[src/rtl/bn_out_collector.sv]
// Per-lane FIFOs realign BN lane outputs into one valid/ready word stream.
// Optional BN_OUT_RELU_EN clamps negative lane values to zero at load.
module bn_out_collector #(
    parameter int PE_ROW_NUM      = 4,
    parameter int DATA_WIDTH      = 16,
    parameter int FIFO_DEPTH      = 8,
    parameter int WORDS_PER_FRAME = 16
) (
    input  logic                             clk,
    input  logic                             rst_n,
    input  logic [PE_ROW_NUM-1:0]            valid_x_in,
    input  logic [PE_ROW_NUM*DATA_WIDTH-1:0] x_in,
    input  logic                             clr_ovf,
    output logic                             m_valid,
    input  logic                             m_ready,
    output logic [PE_ROW_NUM*DATA_WIDTH-1:0] m_data,
    output logic                             m_last,
    output logic [PE_ROW_NUM-1:0]            overflow
);

    localparam int PTR_W = $clog2(FIFO_DEPTH);
    localparam int CNT_W = $clog2(FIFO_DEPTH + 1);
    localparam int WC_W  = (WORDS_PER_FRAME > 1) ? $clog2(WORDS_PER_FRAME) : 1;
    localparam int WW    = PE_ROW_NUM * DATA_WIDTH;

    localparam logic [CNT_W-1:0] FULL_CNT = CNT_W'(FIFO_DEPTH);
    localparam logic [WC_W-1:0]  LAST_IDX = WC_W'(WORDS_PER_FRAME - 1);

    logic [PE_ROW_NUM-1:0][FIFO_DEPTH-1:0][DATA_WIDTH-1:0] mem_q, mem_d;
    logic [PE_ROW_NUM-1:0][PTR_W-1:0] wr_ptr_q, wr_ptr_d;
    logic [PE_ROW_NUM-1:0][PTR_W-1:0] rd_ptr_q, rd_ptr_d;
    logic [PE_ROW_NUM-1:0][CNT_W-1:0] count_q, count_d;
    logic [PE_ROW_NUM-1:0]            ovf_q, ovf_d;
    logic [WC_W-1:0]                  wc_q, wc_d;
    logic                             m_valid_q, m_valid_d;
    logic                             m_last_q, m_last_d;
    logic [WW-1:0]                    m_data_q, m_data_d;

    logic [PE_ROW_NUM-1:0]                 non_empty;
    logic [PE_ROW_NUM-1:0]                 push;
    logic [PE_ROW_NUM-1:0]                 drop;
    logic [PE_ROW_NUM-1:0][DATA_WIDTH-1:0] head;
    logic [WW-1:0]                         head_word;
    logic                                  hs;
    logic                                  load;

    assign hs = m_valid_q & m_ready;

    always_comb begin
        for (int i = 0; i < PE_ROW_NUM; i++) begin
            non_empty[i] = (count_q[i] != '0);
        end
    end

    // All lanes pop together, so a lane only drains when every lane has data.
    assign load = (&non_empty) & (~m_valid_q | m_ready);

    always_comb begin
        head_word = '0;
        for (int i = 0; i < PE_ROW_NUM; i++) begin
            head[i] = mem_q[i][rd_ptr_q[i]];
`ifdef BN_OUT_RELU_EN
            head_word[i*DATA_WIDTH +: DATA_WIDTH] =
                head[i][DATA_WIDTH-1] ? '0 : head[i];
`else
            head_word[i*DATA_WIDTH +: DATA_WIDTH] = head[i];
`endif
        end
    end

    always_comb begin
        mem_d    = mem_q;
        wr_ptr_d = wr_ptr_q;
        rd_ptr_d = rd_ptr_q;
        count_d  = count_q;
        push     = '0;
        drop     = '0;
        for (int i = 0; i < PE_ROW_NUM; i++) begin
            push[i] = valid_x_in[i] & ((count_q[i] < FULL_CNT) | load);
            drop[i] = valid_x_in[i] & ~push[i];
            if (push[i]) begin
                mem_d[i][wr_ptr_q[i]] = x_in[i*DATA_WIDTH +: DATA_WIDTH];
                wr_ptr_d[i] = wr_ptr_q[i] + PTR_W'(1);
            end
            if (load) begin
                rd_ptr_d[i] = rd_ptr_q[i] + PTR_W'(1);
            end
            count_d[i] = count_q[i] + CNT_W'(push[i]) - CNT_W'(load);
        end
    end

    always_comb begin
        wc_d      = wc_q;
        m_valid_d = m_valid_q;
        m_data_d  = m_data_q;
        m_last_d  = m_last_q;
        if (hs) begin
            wc_d      = (wc_q == LAST_IDX) ? '0 : wc_q + WC_W'(1);
            m_valid_d = 1'b0;
        end
        // wc_d already reflects a same-cycle handshake, so it is the new word's index.
        if (load) begin
            m_valid_d = 1'b1;
            m_data_d  = head_word;
            m_last_d  = (wc_d == LAST_IDX);
        end
    end

    always_comb begin
        ovf_d = (clr_ovf ? '0 : ovf_q) | drop;
    end

    always_ff @(posedge clk or negedge rst_n) begin
        if (!rst_n) begin
            mem_q     <= '0;
            wr_ptr_q  <= '0;
            rd_ptr_q  <= '0;
            count_q   <= '0;
            ovf_q     <= '0;
            wc_q      <= '0;
            m_valid_q <= 1'b0;
            m_data_q  <= '0;
            m_last_q  <= 1'b0;
        end else begin
            mem_q     <= mem_d;
            wr_ptr_q  <= wr_ptr_d;
            rd_ptr_q  <= rd_ptr_d;
            count_q   <= count_d;
            ovf_q     <= ovf_d;
            wc_q      <= wc_d;
            m_valid_q <= m_valid_d;
            m_data_q  <= m_data_d;
            m_last_q  <= m_last_d;
        end
    end

    assign m_valid  = m_valid_q;
    assign m_data   = m_data_q;
    assign m_last   = m_last_q;
    assign overflow = ovf_q;

endmodule

[config.mk]
export PLATFORM = sky130hd
export DESIGN_NAME = bn_out_collector
export DESIGN_NICKNAME = d
export VERILOG_FILES = /design/src/rtl/bn_out_collector.sv
export SDC_FILE = /design/constraint.sdc
export NUM_CORES = 1
export LEC_CHECK = 0
export ABC_CLOCK_PERIOD_IN_PS = 4059
export CAP_MARGIN = 25
export CORE_ASPECT_RATIO = 0.6
export CORE_MARGIN = 3
export CORE_UTILIZATION = 57
export CTS_BUF_LIST = sky130_fd_sc_hd__clkbuf_8
export CTS_CLUSTER_SIZE = 16
export DETAILED_ROUTE_END_ITERATION = 6
export PLACE_DENSITY = 0.79
export SKIP_CTS_REPAIR_TIMING = 1
export SYNTH_ARGS = -nofsm -noshare
export SYNTH_HDL_FRONTEND = slang
export SYNTH_SLANG_ARGS = --single-unit
[constraint.sdc]
create_clock -name clk -period 4.06 [get_ports clk]
set_input_delay 0.406 -clock clk [delete_from_list [all_inputs] [get_ports clk]]
set_output_delay 0.406 -clock clk [all_outputs]
set_load 0.02 [all_outputs]
# [Word level (Yosys, flattened, before mapping)]
# Index checks and enable logic that the tools add are counted.
[totals] out_inout_bits=70 wordCells=140 regBits=626 input_bits=72
[classes] addsub=17 n_mux=25 n_lt_le_gt_ge=16 reduce_logical=10 n_eq_ne=2 bitwise=21
[op_table] cell="$bwmux 128" n=4
[op_table] cell="$bmux 16 s3" n=4
[op_table] cell="$demux 16 s3" n=4
[op_table] cell="$mux 16" n=8
[op_table] cell="$lt 3x4->1 const B" n=8
[op_table] cell="$add 3x1->3 const B" n=8
[op_table] cell="$add 4x1->4" n=4
[op_table] cell="$lt 4x4->1 const B" n=4
[op_table] cell="$reduce_bool 4->1" n=4
[op_table] cell="$sub 4x1->4" n=4
[op_table] cell="$ge 3x1->1 const B" n=4
[op_table] cell="$mux 4" n=3
[op_table] cell="$and 1x1->1" n=10
[op_table] cell="$eq 4x4->1 const B" n=2
[op_table] cell="$not 1->1" n=5
[op_table] cell="$or 1x1->1" n=5
[op_table] cell="$add 4x1->4 const B" n=1
[op_table] cell="$logic_and 1x1->1" n=4
[op_table] cell="$or 4x4->4" n=1
[op_table] cell="$reduce_and 4->1" n=1
[op_table] cell="$mux 1" n=2
[op_table] cell="$reduce_bool 2->1" n=1

# [Longest topological paths before layout]
[logic_depth] ltp_word=8 mapped_depth=15 ltp_nobuf=12

# [Worst setup path after synthesis]
# Ideal clock, no wire load.
[synth_path] kind="reg2reg" startpoint="register count_q[11] in the netlist's numbering" endpoint="register count_q[10] in the netlist's numbering" setup_time_ns=0.123 path_buffers=4 period_less_slack_ns=3.820 required_time_ns=3.937 arrival_ns=3.698 stages_incl_launch_ff=16 path_slack_ns=0.240 path_cell_list="dfrtp_1 > clkbuf_1 > inv_1 > ha_1 > a22o_1 > or3_1 > buf_6 > buf_2 > inv_1 > buf_1 > ha_1 > inv_1 > ha_1 > inv_1 > fa_1 > xnor2_1"
[synth_rtl] element="start: declaration" line="32" source="logic [PE_ROW_NUM-1:0][CNT_W-1:0] count_q, count_d;"
[synth_rtl] element="start signal: assignment" line="128" source="count_q <= count_d;"

==> qor.yml <==
layout.cells.non_filler: 2662
gr-usage-all-layers_pct: 23.3
critPathMostFrequentCell: "sky130_fd_sc_hd__inv_1"
worstPathRequired_ns: 4.58
fin_tns_setup_ns: 0
syn_to_final_growth_pct: 14.2
postSynth.asyncResetShare_pct: 100
postSynthRegisterBits: 626
drt-initial-drc-count: 966
dieHeight_um: 180
route.layer.met1.wl_um: 28900
count_of_flip_flops_with_a_built_in_enable_after_synthesis: 0
netlist.area_leader.share_pct: 54.7
vdd_drop_max_uv: 350
syn-mean-instance-area_um2: 16.2
floorplan.die.width_um: 295
synth.top_cells.by_count: "sky130_fd_sc_hd__dfrtp_1 (626), sky130_fd_sc_hd__mux2_2 (354), sky130_fd_sc_hd__mux2_4 (160)"
tightest_slew_ns: 0.961
grt_antenna_before_repair: 2
fmax_mhz: 318
hp-class: "primary input to async pin"
final_period_minus_worst_setup_slack_ns: 3.14
setup.worst_path.end_class: "flip-flop"
drive_above_1_share_pct: 42.5
synth_top_cell_by_area: "sky130_fd_sc_hd__dfrtp_1"
fin_hold_ws_ns: 0.476
grt_first_pass_wirelength_um: 97400
r2r_cells: 12
ctsLongestPathBuffers: 3
timing.slew.headroom_pct: 35.9
clock_latency_ns: 0.65
crit_slowest_cell: "sky130_fd_sc_hd__or3_4"
h-tree-depth: 3
numCtsBuffers: 90
place.detailed.hpwl_um: 37500
drt_pass1_iterations: 4
floorplan.initialDensity_pct: 58.8
gate_count_after_technology_mapping: 1763
nets: 2065
ys_seq_area_share_pct: 54.7
p_total_mw: 27.8
route.antenna.remaining_nets: 0
cp_data_arrival_time_ns: 3.67
first_global_vias: 16988
critical_path.startpoint_type: "flip-flop"
yosys.cell_types.count: 44
detail_route.wirelength_um: 60000
dr_vias_cell: 5.84
critical_path_cell_by_cell: "inv_1 -> ha_1 -> a22o_1 -> or3_4 -> inv_1 -> o21ai_0 -> ha_1 -> inv_1 -> ha_1 -> inv_1 -> fa_1 -> xnor2_1"
final_util_pct: 67.1
drc: 0
number_of_setup_violations_in_the_final_report: 0
worst_r2r_endpoint: "count_q[10]"
critPathMaxFanout: 13
largest_net_degree_at_the_start_of_global_routing: 119
netlist_area_pre_place_mm2: 0.0286
floorplan.die_area_mm2: 0.0530
globalRouteOverflowTotal: 0
yosys_most_used_dff: "sky130_fd_sc_hd__dfrtp_1"
placed_area_mm2: 0.0310
antenna_cells: 0
detailed_route_via_count: 15548
ff2ff_setup_slack_ns: 0.92
buffer_ports.inserted: 141
critical_path.max_stage_delay_ns: 0.40
std_cell_rows: 62
critical_setup_path_class: "flip-flop to flip-flop"
final_design_area_no_fill_mm2: 0.0327
timing.max_cap.violations: 0
worst_slack_ns: 0.916
root_buffer: "sky130_fd_sc_hd__clkbuf_8"
ys_top_cells_by_area: "sky130_fd_sc_hd__dfrtp_1 (55%), sky130_fd_sc_hd__mux2_2 (14%), sky130_fd_sc_hd__mux4_2 (10%), sky130_fd_sc_hd__mux2_4 (8.4%), sky130_fd_sc_hd__mux2i_1 (2.2%)"
worst_r2r_startpoint: "count_q[7]"
p_per_area_mw_per_mm2: 850
routedWlPerCell_um: 22.5
synth.net_count: 1868
post-place-cells: 2506
clock_sinks: 626
globalplace.congestion: 0.760
clk_pin_slew_ns: 0.06
post-route-period-util_pct: 77.4
dp_slack_ns: 0.652
maxSlewViolCount: 0
synth_warnings: 0
static-leakage-power_nw: 14.2
rsz0062_at_grt: "no"
uppermost_routed_layer: "met5"
wl_met2_um: 27700
synth_most_common_cell: "sky130_fd_sc_hd__dfrtp_1"
clock-skew-final_ns: 0.0242
tritoncts_clock_tree: "yes"
dr_wl_met3_um: 2520
io_pins: 142
run_status: "finished, final reports clean"
coreArea_mm2: 0.0487
report.final.hold_viol_count: 0
final cells by class:
type / count / area, µm²
Inverter: 33 / 124
Clock buffer: 105 / 1450
Tap cell: 640 / 801
Timing Repair Buffer: 207 / 2110
Sequential cell: 626 / 15700
Fill cell: 3366 / 16000
Clock inverter: 49 / 234
Multi-Input combinational cell: 1002 / 12300
worst max path at each step:
stage                            from     endpoint  slack, ns  depth (start not counted)
after floorplan           count_q[11]  count_q[10]       0.24                         15
after global placement        m_ready   count_q[9]       0.72                         11
after detailed placement      m_ready   count_q[9]       0.65                         11
after CTS                  count_q[7]  count_q[10]       0.91                         12
after global routing       count_q[7]   count_q[3]       0.75                         12
final                      count_q[7]  count_q[10]       0.92                         12
worst max-delay path: cells and delay by family (launching register included):
family,cells,cell delay (ns)
flops,1,0.38
xor+xnor,1,0.14
buf+inv,4,0.52
simple gates,1,0.40
fa+ha+maj,4,1.06
compound gates,2,0.52
layout by cell type (no fill, tap or decap), drive strengths merged, types with 20 or more instances in the layout:
cell type / count
xnor2: 20
inv: 78
clkdlybuf4s50: 140
ha: 29
mux2: 517
mux2i: 64
o21ai: 69
dfrtp: 626
mux4: 128
clkbuf: 105
nand2: 90
buf: 66
logic make-up after synthesis:
logic type	Yosys count	synth area share [%]
AOI/OAI and AO/OA	116	3.93
xor gates and xnor gates	25	0.765
adders and majority gates	33	1.55
buffers and inverters	135	2.41
DFF	626	54.7
muxes	709	34.7
and+or+nand+nor	119	1.87
report_power, final:
part,switching [mW],internal (mW)
registers,2.33,9.40
logic,4.47,6.82
clock network,2.36,2.40
per-layer routing:
metal / track usage, % / up-vias
met5: 0 / -
li1: - / 6889
met1: 35.4 / 8282
met4: 5.28 / 4
met3: 4.75 / 85
met2: 34.9 / 288
flip-flops by register name, indices dropped and copies added, names as in the netlist:
| signal | flops |
|---|---|
| wr_ptr_q | 12 |
| mem_q | 512 |
| rd_ptr_q | 12 |
| m_data | 64 |
| m_last | 1 |
| overflow | 4 |
| m_valid | 1 |
| count_q | 16 |
| wc_q | 4 |
Note: power is estimated with default switching activity, not from simulation.
